File: config.mk
export PLATFORM = sky130hd
export DESIGN_NAME = cx_dma_req_sched
export DESIGN_NICKNAME = d
export VERILOG_FILES = /design/src/rtl/cx_dma_req_sched.sv
export SDC_FILE = /design/constraint.sdc
export NUM_CORES = 1
export LEC_CHECK = 0
export BUFFER_PORTS_ARGS = -buffer_cell sky130_fd_sc_hd__buf_2
export CELL_PAD_IN_SITES_DETAIL_PLACEMENT = 1
export CELL_PAD_IN_SITES_GLOBAL_PLACEMENT = 1
export CORE_MARGIN = 2
export CORE_UTILIZATION = 47
export CTS_BUF_LIST = sky130_fd_sc_hd__clkbuf_4 sky130_fd_sc_hd__clkbuf_8
export CTS_CLUSTER_DIAMETER = 30
export DETAILED_ROUTE_END_ITERATION = 6
export PLACE_DENSITY_LB_ADDON = 0.1
export SLEW_MARGIN = 25
export SYNTH_ARGS = -nofsm -noshare
export SYNTH_HDL_FRONTEND = slang
export SYNTH_SLANG_ARGS = --single-unit
File: constraint.sdc
create_clock -name clk -period 6.67 [get_ports clk]
set_input_delay 1.334 -clock clk [delete_from_list [all_inputs] [get_ports clk]]
set_output_delay 1.334 -clock clk [all_outputs]
set_load 0.005 [all_outputs]
File: src/rtl/cx_dma_req_sched.sv
// cx_dma_req_sched
//   Two-port DMA stream sequencer. Port 0 is the READ stream and port 1 is
//   the WRITE stream. Each port accepts one packet (base, inclusive end, size,
//   byte stride, id). It expands the packet into strided beats and
//   round-robin arbitrates them onto one registered memory request channel.
//   Each port is limited to MAX_OUTSTANDING unresponded beats. A one-cycle
//   done pulse is raised once every response for the packet has returned.
// Ports:
//   clk, rst_n                  clock, asynchronous active-low reset
//   pkt_valid/pkt_ready[1:0]    per-port packet handshake (ready = port idle)
//   pkt_base/end/size/stride/id per-port packet fields
//   req_valid/req_ready         memory request handshake
//   req_addr/size/rw/id/last    registered beat fields (rw = owning port)
//   rsp_valid[1:0]              one returned response per port per cycle
//   done_valid/done_id[1:0]     per-port completion pulse and packet tag
module cx_dma_req_sched #(
  parameter int unsigned MEM_ADDR_WIDTH  = 32,
  parameter int unsigned MEM_ID_WIDTH    = 12,
  parameter int unsigned MAX_OUTSTANDING = 8
) (
  input  logic                                clk,
  input  logic                                rst_n,
  input  logic [1:0]                          pkt_valid,
  output logic [1:0]                          pkt_ready,
  input  logic [1:0][MEM_ADDR_WIDTH-1:0]      pkt_base,
  input  logic [1:0][MEM_ADDR_WIDTH-1:0]      pkt_end,
  input  logic [1:0][2:0]                     pkt_size,
  input  logic [1:0][31:0]                    pkt_stride,
  input  logic [1:0][MEM_ID_WIDTH-1:0]        pkt_id,
  output logic                                req_valid,
  input  logic                                req_ready,
  output logic [MEM_ADDR_WIDTH-1:0]           req_addr,
  output logic [2:0]                          req_size,
  output logic                                req_rw,
  output logic [MEM_ID_WIDTH-1:0]             req_id,
  output logic                                req_last,
  input  logic [1:0]                          rsp_valid,
  output logic [1:0]                          done_valid,
  output logic [1:0][MEM_ID_WIDTH-1:0]        done_id
);

  localparam int unsigned CW = $clog2(MAX_OUTSTANDING + 1);
  localparam logic [CW-1:0] MAX_CNT = CW'(MAX_OUTSTANDING);

  typedef enum logic [1:0] {IDLE, BUSY, DRAIN} state_t;

  state_t state_q [2];
  state_t state_d [2];

  logic [1:0][MEM_ADDR_WIDTH-1:0] cur_addr;
  logic [1:0][MEM_ADDR_WIDTH-1:0] end_q;
  logic [1:0][31:0]               stride_q;
  logic [1:0][2:0]                size_q;
  logic [1:0][MEM_ID_WIDTH-1:0]   id_q;
  logic [1:0][CW-1:0]             outs_q;
  logic [1:0][MEM_ADDR_WIDTH:0]   nxt;
  logic [1:0]                     want;
  logic [1:0]                     last;
  logic [1:0]                     issue;
  logic                           load;
  logic                           any_want;
  logic                           gnt;
  logic                           rr_q;

  // Beat request, last-beat detection and grant.
  // The extra top bit of nxt catches address wrap-around, which also ends
  // the packet, so a base beyond end still yields exactly one beat.
  always_comb begin
    want  = '0;
    last  = '0;
    nxt   = '0;
    issue = '0;
    for (int unsigned p = 0; p < 2; p++) begin
      want[p] = (state_q[p] == BUSY) && (outs_q[p] < MAX_CNT);
      nxt[p]  = {1'b0, cur_addr[p]} + (MEM_ADDR_WIDTH+1)'(stride_q[p]);
      last[p] = (stride_q[p] == '0) || nxt[p][MEM_ADDR_WIDTH] ||
                (nxt[p][MEM_ADDR_WIDTH-1:0] > end_q[p]);
    end
    load     = !req_valid || req_ready;
    any_want = |want;
    // rr_q == 1 favours port 1 when both ports request.
    gnt      = want[1] && (!want[0] || rr_q);
    if (load && any_want) issue[gnt] = 1'b1;
  end

  // State register.
  always_ff @(posedge clk or negedge rst_n) begin
    if (!rst_n) begin
      for (int unsigned p = 0; p < 2; p++) state_q[p] <= IDLE;
    end else begin
      for (int unsigned p = 0; p < 2; p++) state_q[p] <= state_d[p];
    end
  end

  // Next-state logic.
  always_comb begin
    for (int unsigned p = 0; p < 2; p++) begin
      state_d[p] = state_q[p];
      unique case (state_q[p])
        IDLE:    if (pkt_valid[p])            state_d[p] = BUSY;
        BUSY:    if (issue[p] && last[p])     state_d[p] = DRAIN;
        DRAIN:   if (outs_q[p] == '0)         state_d[p] = IDLE;
        default:                              state_d[p] = IDLE;
      endcase
    end
  end

  // Port-facing outputs.
  always_comb begin
    pkt_ready  = '0;
    done_valid = '0;
    done_id    = '0;
    for (int unsigned p = 0; p < 2; p++) begin
      pkt_ready[p]  = (state_q[p] == IDLE);
      done_valid[p] = (state_q[p] == DRAIN) && (outs_q[p] == '0);
      if (done_valid[p]) done_id[p] = id_q[p];
    end
  end

  // Packet capture, address stepping, credit counters and request register.
  always_ff @(posedge clk or negedge rst_n) begin
    if (!rst_n) begin
      cur_addr  <= '0;
      end_q     <= '0;
      stride_q  <= '0;
      size_q    <= '0;
      id_q      <= '0;
      outs_q    <= '0;
      rr_q      <= 1'b0;
      req_valid <= 1'b0;
      req_addr  <= '0;
      req_size  <= '0;
      req_rw    <= 1'b0;
      req_id    <= '0;
      req_last  <= 1'b0;
    end else begin
      for (int unsigned p = 0; p < 2; p++) begin
        if (state_q[p] == IDLE && pkt_valid[p]) begin
          cur_addr[p] <= pkt_base[p];
          end_q[p]    <= pkt_end[p];
          stride_q[p] <= pkt_stride[p];
          size_q[p]   <= pkt_size[p];
          id_q[p]     <= pkt_id[p];
        end else if (issue[p]) begin
          cur_addr[p] <= nxt[p][MEM_ADDR_WIDTH-1:0];
        end
        // A response with nothing outstanding is ignored (floor at zero).
        if (issue[p] && !rsp_valid[p])
          outs_q[p] <= outs_q[p] + 1'b1;
        else if (!issue[p] && rsp_valid[p] && outs_q[p] != '0)
          outs_q[p] <= outs_q[p] - 1'b1;
      end
      if (load) begin
        if (any_want) begin
          req_valid <= 1'b1;
          req_addr  <= cur_addr[gnt];
          req_size  <= size_q[gnt];
          req_rw    <= gnt;
          req_id    <= id_q[gnt];
          req_last  <= last[gnt];
          rr_q      <= ~gnt;
        end else begin
          req_valid <= 1'b0;
        end
      end
    end
  end

endmodule

==> out/results.txt, run 1 <==
EDFF count, synth -> 0
H-Tree Depth -> 3
Root Driver -> clkbuf_8
# resized after CTS -> 0
Slew @ Worst Pin -> 0.965 ns
Most frequent cells after synthesis -> 485 x nand2_1, 285 x dfrtp_1, 132 x ha_1
Per-cell routed wire length -> 22.0 um
Design internal power -> 7.23 mW
Syn. warnings -> 0
First-pass GRT wire length -> 91000 um
Tcrit/Tclk final -> 0.778
Diodes inserted -> 0
R2r setup slk -> 1.48 ns
Arrival time worst endpoint -> 5.72 ns
Delay-heaviest family, CP -> compound AO/OA/AOI/OAI gates
Final wirelength -> 59300 um
Clk pwr share -> 0.177
Synth Instances -> 1891
Synth Cell Area -> 16700 um^2
RR Startpoint -> cur_addr[32]$_DFFE_PN0P_
Port buffer count -> 306
Crit path max-delay cell type -> or4_1
Synthesized area per cell -> 8.82 um^2
Combinational power share -> 0.578
Worst r2r path cells -> 18
Max_slew headroom -> 0.357
Layout cell share with drive strength beyond 1 -> 0.213
Clk_skew -> 0.0289 ns
Clock Path Buffers -> 3
Net Switching -> 6.67 mW
Congestion Overflow GR -> 0
FILL cells -> 4146
Routed wl met3 -> 3220 um
Crit-path max FO -> 5
Crit. path cell count -> 18
Synth Net Count -> 2256
Post-DP HPWL -> 43800 um
Overall Power -> 13.9 mW
WL met2 -> 28900 um
Antenna viol nets, final -> 0
Max VDD drop -> 0.295 mV
Final Hold Vio Count -> 0
Post-Layout Cell Count -> 2694
CP Launch Type -> flip-flop
CP max stage delay -> 0.50 ns
CP startpoint -> cur_addr[32]$_DFFE_PN0P_
Worst EP required -> 7.20 ns
Vias in the first global route -> 16200
Dpl cells -> 2565
Reg2reg end -> state_q[0]$_DFFE_PN0P_
Core Area -> 34700 um^2
Post-Route M1 WL -> 25600 um
Crit end category -> flip-flop
DR vias -> 15700
Rows -> 68
CTS Hold Bufs -> 0
Largest cells by area after synthesis -> dfrtp_1 43%, nand2_1 11%, ha_1 9.9%, o21ai_0 3.2%, a222oi_1 2.9%
# IOs -> 307
Post-layout nets -> 2548
Max-cap violation count -> 0
CTS clk-pin slew, worst paths -> 0.06 ns
Max Clk Rate -> 193 MHz
Setup Buffers After CTS -> 0
CP Capture Point -> state_q[0]$_DFFE_PN0P_
Vias/cell -> 5.81
DR pass1 iterations -> 7
Layout area overhead -> 20.9%
Sw Share -> 0.480
Async set-reset flop share out of synthesis -> 1.00
Outcome -> complete, but fails checks
Largest net degree at the start of global routing -> 137
Die area -> 37000 um^2
Setup violators final -> 0
Pwr/cell area -> 689 nW/um^2
Sequential share of power -> 0.245
GPL Wtd Cong -> 0.925
Pleak -> 10.6 nW
DR top layer -> met4
CTS tree -> done
Post-synth top area cell -> dfrtp_1
Distinct cells, synth -> 80
RSZ-0062 raised after global routing -> no
DRC errors left -> 2
Synth Register Bits -> 285
Chip Height -> 192 um
Initial antenna violation count -> 0
Buffer and inverter count on the worst path -> 0
Top-count cell post-synth -> nand2_1
Seq/Total Area, Yosys -> 0.428
Initial Util -> 0.481
Setup tns final -> 0 ns
Max-slew violation count -> 0
Ys flop type -> dfrtp_1
CTS sink count -> 285
Area of the multi-input gates -> 8700 um^2
Area fraction of the dominant cell type after synthesis -> 0.428
WS Path Type -> reg2reg
Post-layout minimum cycle time -> 5.19 ns
Storage cell area -> 7130 um^2
CTS buffer count -> 71
GRT Resource Usage Total -> 0.321
Failing checks -> design-rule violations
Worst-skew pair later-pin latency -> 0.63 ns
Die W -> 192 um
Hold crit path type -> reg2reg
Drt first-iter violations -> 1201
Critical path, cell by cell -> ha_1 -> fa_1 -> a21o_1 -> a221oi_2 -> o211ai_1 -> a211oi_1 -> o21ai_0 -> a21oi_2 -> o21ai_0 -> xor2_1 -> ha_1 -> nand4_1 -> nor3_1 -> nand2_1 -> or4_1 -> a211oi_1 -> o32a_1 -> nor3b_1
power groups by stage:
stage | Clock (mW) | Combinational [mW] | Sequential [mW]
after floorplan | 0 | 5.66 | 3.05
after global placement | 0 | 7.50 | 3.36
after detailed placement | 0 | 7.85 | 3.39
after CTS | 2.50 | 7.97 | 3.39
after global routing | 2.58 | 8.96 | 3.48
final | 2.46 | 8.03 | 3.41
sequential cells by signal, summed over array words and instances (netlist names), 4 cells and up:
signal	flops
id_q	24
stride_q	64
state_q	4
end_q	64
cur_addr	64
size_q	6
req_addr	32
req_id	12
outs_q	8
routing by layer:
metal / global-route usage / vias up
li1: - / 7227
met1: 0.424 / 7841
met2: 0.544 / 494
met3: 0.0486 / 99
met4: 0.101 / 0
met5: 0 / -
how the worst min path moves through the flow:
stage,start,end,depth (start not counted)
5_1_grt,req_addr[4]$_DFFE_PN0P_,req_addr[4]$_DFFE_PN0P_,2
3_5_place_dp,req_size[1]$_DFFE_PN0P_,req_size[1]$_DFFE_PN0P_,2
2_1_floorplan,size_q[0]$_DFFE_PN0P_,size_q[0]$_DFFE_PN0P_,2
4_1_cts,req_addr[22]$_DFFE_PN0P_,req_addr[22]$_DFFE_PN0P_,2
6_report,end_q[32]$_DFFE_PN0P_,end_q[32]$_DFFE_PN0P_,2
3_3_place_gp,rr_q$_DFFE_PN0P_,rr_q$_DFFE_PN0P_,2
cell families after synthesis:
logic type,count (synthesis),synth area share
AND/OR/NAND/NOR,721,0.187
AO/OA/AOI/OAI,456,0.191
flip-flops,285,0.428
multiplexers,9,0.00570
adder cells (fa/ha/maj),136,0.104
XOR/XNOR,63,0.0331
buffers and inverters,221,0.0518
worst min-delay path: stages (launching register included):
cell,delay (ns)
dfrtp_1,0.34
nand2_1,0.05
nand2_1,0.06
area by class of cell:
class	instances	share of cell area
multi-input combinational	1385	0.432
sequential	285	0.354
timing repair buffer	316	0.0812
clock buffer	96	0.0624
tap	455	0.0282
inverter	124	0.0231
clock inverter	33	0.0198
placed cells by master (no fill, tap or decap), types with 7 or more instances in the layout:
cell,instances
a211oi_1,12
buf_2,305
a21oi_1,91
and3_1,8
nand3_1,32
clkinvlp_4,12
a21o_1,57
o22ai_1,7
ha_1,132
bufinv_16,8
nand2_1,485
and2_1,27
o211ai_1,7
clkbuf_8,86
o21bai_1,9
nand2b_1,7
xor2_1,28
dfrtp_1,285
o21a_1,7
a22o_1,18
a222oi_1,48
buf_4,7
xnor2_1,35
nor2_1,64
clkbuf_4,10
nor4_1,21
a22oi_1,34
nand4_1,31
clkinv_2,12
inv_1,124
nor3_1,9
o21ai_0,106
metrics by stage:
stage | hold WS, ns | util | setup slack [ns] | instance area (um^2)
2_1_floorplan | 0.445 | - | 2.33 | 16700
3_3_place_gp | 0.462 | 0.533 | 1.65 | 18500
3_5_place_dp | 0.473 | 0.533 | 1.50 | 18500
4_1_cts | 0.487 | 0.581 | 1.49 | 20200
5_1_grt | 0.506 | 0.581 | 1.08 | 20200
6_report | 0.484 | 0.581 | 1.48 | 20200
No activity file was read; power rests on OpenSTA's default activity.
==> run 2: changes to the inputs <==
--- a/config.mk
+++ b/config.mk
@@ -5,11 +5,12 @@
 export SDC_FILE = /design/constraint.sdc
 export NUM_CORES = 1
 export LEC_CHECK = 0
+export ABC_AREA = 1
 export BUFFER_PORTS_ARGS = -buffer_cell sky130_fd_sc_hd__buf_2
 export CELL_PAD_IN_SITES_DETAIL_PLACEMENT = 1
 export CELL_PAD_IN_SITES_GLOBAL_PLACEMENT = 1
 export CORE_MARGIN = 2
-export CORE_UTILIZATION = 47
+export CORE_UTILIZATION = 38
 export CTS_BUF_LIST = sky130_fd_sc_hd__clkbuf_4 sky130_fd_sc_hd__clkbuf_8
 export CTS_CLUSTER_DIAMETER = 30
 export DETAILED_ROUTE_END_ITERATION = 6
==> constraint.sdc (replaced) <==
create_clock -name clk -period 4.7 [get_ports clk]
set_input_delay 0.94 -clock clk [delete_from_list [all_inputs] [get_ports clk]]
set_output_delay 0.94 -clock clk [all_outputs]
set_load 0.005 [all_outputs]
==> out/results.txt, run 2 <==
Post-route design area -> 21700 um^2
First-pass GRT wire length -> 101000 um
Largest net degree at the start of global routing -> 98
Layout area overhead -> 22.8%
Setup violators final -> 0
Dpl cells -> 3215
CP Launch Type -> flip-flop
Slew @ Worst Pin -> 0.914 ns
Vias/cell -> 5.08
Synth Register Bits -> 285
Post-synth top area cell -> dfrtp_1
Congestion Overflow GR -> 0
Synth Cell Area -> 17600 um^2
Initial Util -> 0.387
EDFF count, synth -> 0
Most common cell after layout, fill and taps aside -> nand2_1
Seq/Total Area, Yosys -> 0.405
Dpl cell area -> 19700 um^2
Largest cells by area after synthesis -> dfrtp_1 40%, nand2_1 18%, ha_1 9.4%, inv_1 5.8%, o21ai_0 4.2%
Die area -> 48100 um^2
Max_slew headroom -> 0.391
CTS tree -> done
Max-cap violation count -> 0
FILL cells -> 5788
Layout cell share with drive strength beyond 1 -> 0.182
Max VDD drop -> 0.323 mV
Async set-reset flop share out of synthesis -> 1.00
Area fraction of the dominant cell type after synthesis -> 0.405
Tcrit/Tclk final -> 0.859
Die W -> 219 um
Pleak -> 11.4 nW
Synth Instances -> 2363
Storage cell area -> 7130 um^2
Core Area -> 45600 um^2
WS Path Type -> reg2reg
H-Tree Depth -> 3
Post-layout minimum cycle time -> 4.04 ns
GPL Wtd Cong -> 0.936
Fin worst setup slack -> 0.663 ns
Root Driver -> clkbuf_8
Crit end category -> flip-flop
CTS sink count -> 285
Crit-path max FO -> 3
Most frequent cells after synthesis -> 837 x nand2_1, 285 x dfrtp_1, 272 x inv_1
Hold crit path type -> in2async
Dpl ws -> 0.656 ns
Initial antenna violation count -> 3
Max Clk Rate -> 248 MHz
CTS clk-pin slew, worst paths -> 0.06 ns
Post-DP HPWL -> 51400 um
Drt first-iter violations -> 871
DR pass1 iterations -> 6
Ys flop type -> dfrtp_1
Overall Power -> 20.9 mW
Setup Buffers After CTS -> 0
Rows -> 78
Chip Height -> 219 um
Outcome -> finished clean
CTS Hold Bufs -> 0
RSZ-0062 raised after global routing -> no
Clk_skew -> 0.0371 ns
Pwr/cell area -> 964 nW/um^2
Area of the multi-input gates -> 9130 um^2
# resized after CTS -> 0
Worst EP required -> 5.24 ns
Vias in the first global route -> 18400
Port buffer count -> 306
Setup tns final -> 0 ns
Util after Layout -> 0.475
Final Hold Slack -> 0.285 ns
Distinct cells, synth -> 43
Clock Path Buffers -> 3
Antenna viol nets, final -> 0
Largest registers in the final layout -> cur_addr x64, end_q x64, stride_q x64
Final Hold Vio Count -> 0
Worst-skew pair later-pin latency -> 0.68 ns
Syn. warnings -> 0
Most frequent cells in the layout -> 837 x nand2_1, 305 x buf_2, 285 x dfrtp_1, 271 x inv_1, 149 x o21ai_0
Top-count cell post-synth -> nand2_1
DRC errors left -> 0
Final wirelength -> 65200 um
Synthesized area per cell -> 7.46 um^2
DR vias -> 17100
# IOs -> 307
Max-slew violation count -> 0
Arrival time worst endpoint -> 4.58 ns
Post-layout nets -> 3060
GRT Resource Usage Total -> 0.276
Per-cell routed wire length -> 19.4 um
Synth Net Count -> 2728
Post-Layout Cell Count -> 3363
CTS buffer count -> 78
[run 2: changes by cell type after synthesis, sizes merged, moves of 39 or more]
cell    before  now
a222oi      48    0
a21o        57    8
nand2      485  845
inv        124  276
o21ai      112  151
nor2        67  151
nand3       32  110
[run 2: path summary, 6_finish.rpt]
path | end | start | depth (start not counted) | slack [ns]
min in group clk | stride_q[36]$_DFFE_PN0P_ | pkt_stride[36] | 3 | 0.47
worst min-delay path | req_id[5]$_DFFE_PN0P_ | rst_n | 1 | 0.29
worst min register to register | req_rw$_DFFE_PN0P_ | req_rw$_DFFE_PN0P_ | 2 | 0.47
worst max-delay path | state_q[0]$_DFFE_PN0P_ | stride_q[32]$_DFFE_PN0P_ | 21 | 0.66
worst max register to register | state_q[0]$_DFFE_PN0P_ | stride_q[32]$_DFFE_PN0P_ | 21 | 0.66
max in group asynchronous | end_q[13]$_DFFE_PN0P_ | rst_n | 2 | 3.40
[run 2: logic make-up after synthesis]
| group | after synthesis | synth area share |
|---|---|---|
| buffers and inverters | 347 | 0.0775 |
| XOR/XNOR | 47 | 0.0246 |
| AO/OA/AOI/OAI | 357 | 0.117 |
| adder cells (fa/ha/maj) | 136 | 0.0982 |
| multiplexers | 1 | 0.000568 |
| flip-flops | 285 | 0.405 |
| AND/OR/NAND/NOR | 1190 | 0.278 |
[run 2: power breakdown]
part | internal, mW | leakage, nW | switching (mW)
clock | 2.50 | 0.945 | 1.45
sequential | 3.71 | 3.49 | 0.828
combinational | 4.21 | 7.01 | 8.17
[run 2: area by class of cell]
cell class                      count  share of cell area
Timing Repair Buffer              323              0.0782
Inverter                          276              0.0481
Antenna cell                        3            0.000347
Sequential cell                   285               0.329
Tap cell                          600              0.0347
Clock buffer                       94              0.0569
Multi-Input combinational cell   1731               0.422
Clock inverter                     51              0.0309
[run 2: metal layers]
| layer | track usage | part of all wire | up-vias |
|---|---|---|---|
| met5 | 0 | 0 | - |
| met4 | 0.111 | 0.034 | 0 |
| met3 | 0.0373 | 0.040 | 109 |
| met2 | 0.467 | 0.48 | 370 |
| met1 | 0.357 | 0.45 | 8287 |
| li1 | - | - | 8307 |
[run 2: critical path: stages (launching register included)]
cell and delay [ns]:
dfrtp_1 0.40, ha_1 0.23, fa_1 0.44, nand2_1 0.09, nand3_1 0.08, nand3_1 0.12, a21oi_1 0.12, o21ai_0 0.51
nand3b_1 0.18, and2_1 0.22, ha_1 0.27, nand2_1 0.04, nor2_1 0.12, nand2_1 0.12, nor4_1 0.36, nand2_1 0.10
nand2_1 0.07, nand2_1 0.06, nand2_1 0.11, nand2_1 0.13, nand2_1 0.09, nand2_1 0.04
==> run 3: changes to the inputs <==
--- a/config.mk
+++ b/config.mk
@@ -9,8 +9,7 @@
 export BUFFER_PORTS_ARGS = -buffer_cell sky130_fd_sc_hd__buf_2
 export CELL_PAD_IN_SITES_DETAIL_PLACEMENT = 1
 export CELL_PAD_IN_SITES_GLOBAL_PLACEMENT = 1
-export CORE_MARGIN = 2
-export CORE_UTILIZATION = 38
+export CORE_UTILIZATION = 25
 export CTS_BUF_LIST = sky130_fd_sc_hd__clkbuf_4 sky130_fd_sc_hd__clkbuf_8
 export CTS_CLUSTER_DIAMETER = 30
 export DETAILED_ROUTE_END_ITERATION = 6
==> out/results.txt, run 3 (synthesis results as in run 2) <==
CTS sink count -> 285
Post-Layout Cell Count -> 3725
Final Hold Slack -> 0.286 ns
First-pass GRT wire length -> 112000 um
Post-layout minimum cycle time -> 3.97 ns
DR pass1 iterations -> 4
Max Clk Rate -> 252 MHz
Max-cap violation count -> 0
Max-slew violation count -> 0
Setup violators final -> 0
Core Area -> 69200 um^2
Final wirelength -> 73400 um
GRT Resource Usage Total -> 0.207
Tcrit/Tclk final -> 0.844
Crit end category -> flip-flop
CTS buffer count -> 94
Critical path, cell by cell -> ha_1 -> fa_1 -> nand2_1 -> nand3_1 -> nand2_1 -> o21ai_2 -> a21oi_1 -> xor2_1 -> inv_1 -> ha_1 -> nand4_1 -> nor3_1 -> nand2_1 -> nand2_1 -> nand2_1 -> nand2_1 -> nand2_1 -> nand2_1 -> nand2_1 -> nand2_1 -> nand2_1
Antenna viol nets, final -> 0
Storage cell area -> 7130 um^2
Layout area overhead -> 27.8%
Congestion Overflow GR -> 0
Largest net degree at the start of global routing -> 100
RSZ-0062 raised after global routing -> no
Clock Path Buffers -> 3
CP max stage delay -> 0.45 ns
Crit path max-delay cell type -> fa_1
Crit-path max FO -> 3
# resized after CTS -> 0
Pwr/cell area -> 972 nW/um^2
Area of the multi-input gates -> 9130 um^2
GPL Wtd Cong -> 0.876
Dpl ws -> 0.639 ns
Hold crit path type -> in2async
Most frequent cells in the layout -> 837 x nand2_1, 305 x buf_2, 285 x dfrtp_1, 271 x inv_1, 149 x o21ai_0
Vias in the first global route -> 18600
Max_slew headroom -> 0.353
Post-route design area -> 22500 um^2
Final Hold Vio Count -> 0
Worst-skew pair later-pin latency -> 0.71 ns
Util after Layout -> 0.326
DRC errors left -> 0
Max VDD drop -> 0.277 mV
Per-cell routed wire length -> 19.7 um
# IOs -> 307
WS Path Type -> reg2reg
CTS Hold Bufs -> 0
Overall Power -> 21.9 mW
Largest registers in the final layout -> cur_addr x64, end_q x64, stride_q x64
Post-layout nets -> 3077
Chip Height -> 268 um
Slew @ Worst Pin -> 0.969 ns
DR vias -> 17200
Vias/cell -> 4.60
Rows -> 96
Die area -> 71600 um^2
Most common cell after layout, fill and taps aside -> nand2_1
Arrival time worst endpoint -> 4.53 ns
Most used cell along the critical path -> nand2_1
Initial Util -> 0.255
Die W -> 268 um
CTS tree -> done
Dpl cell area -> 20200 um^2
Port buffer count -> 306
Layout cell share with drive strength beyond 1 -> 0.191
Outcome -> finished clean
Fin worst setup slack -> 0.731 ns
Setup tns final -> 0 ns
Root Driver -> clkbuf_8
Drt first-iter violations -> 756
Worst EP required -> 5.26 ns
Post-DP HPWL -> 58400 um
Dpl cells -> 3547
Pleak -> 11.7 nW
Setup Buffers After CTS -> 0
CP Launch Type -> flip-flop
H-Tree Depth -> 3
FILL cells -> 8581
Clk_skew -> 0.0376 ns
CTS clk-pin slew, worst paths -> 0.05 ns
Initial antenna violation count -> 3
## run 3: changes by cell type in the layout (fill, tap and decap cells not counted)
cell | before | now
clkbuf_8 | 84 | 115
clkinv_2 | 16 | 23
clkinvlp_4 | 13 | 6
clkinv_4 | 4 | 0
clkbuf_4 | 10 | 12
inv_6 | 3 | 1
buf_12 | 2 | 3
bufinv_16 | 13 | 14
clkinv_8 | 0 | 1
diode_2 | 3 | 2
inv_16 | 0 | 1
inv_2 | 2 | 3
## run 3: routing by layer
layer  global-route usage  vias up  share of wire
met3               0.0317      101          0.034
met1                0.276     8357           0.47
met2                0.347      333           0.47
met4               0.0573        0          0.021
li1                     -     8359              -
met5                    0        -              0
## run 3: critical path: cells and delay by family (launching register included)
kind	cells	cell delay, ns
adder cells (fa/ha/maj)	3	1.02
flip-flops	1	0.40
buffers and inverters	1	0.08
AND/OR/NAND/NOR	14	1.57
AO/OA/AOI/OAI	2	0.48
XOR/XNOR	1	0.29
## run 3: cell type report
| class | count | share of cell area |
|---|---|---|
| flip-flops and latches | 285 | 0.317 |
| multi-input cells | 1731 | 0.405 |
| diodes | 2 | 0.000222 |
| clock buffers | 127 | 0.0743 |
| inverters | 276 | 0.0462 |
| repair buffers | 324 | 0.0761 |
| well taps | 931 | 0.0517 |
| clock inverters | 49 | 0.0297 |
## run 3: worst paths after layout
path | slack (ns) | cells past startpoint | to | from
worst min-delay path | 0.29 | 1 | id_q[23]$_DFFE_PN0P_ | rst_n
worst max register to register | 0.73 | 21 | state_q[2]$_DFFE_PN0P_ | stride_q[0]$_DFFE_PN0P_
worst min register to register | 0.47 | 2 | req_rw$_DFFE_PN0P_ | req_rw$_DFFE_PN0P_
max in group asynchronous | 3.41 | 2 | end_q[15]$_DFFE_PN0P_ | rst_n
worst max-delay path | 0.73 | 21 | state_q[2]$_DFFE_PN0P_ | stride_q[0]$_DFFE_PN0P_
min in group clk | 0.44 | 3 | stride_q[50]$_DFFE_PN0P_ | pkt_stride[50]
## run 3: report_power, final
part	total [mW]	switching (mW)	leakage, nW	internal (mW)
Clock	4.72	1.61	1.21	3.11
Combinational	12.6	8.35	7.01	4.22
Sequential	4.61	0.902	3.49	3.71
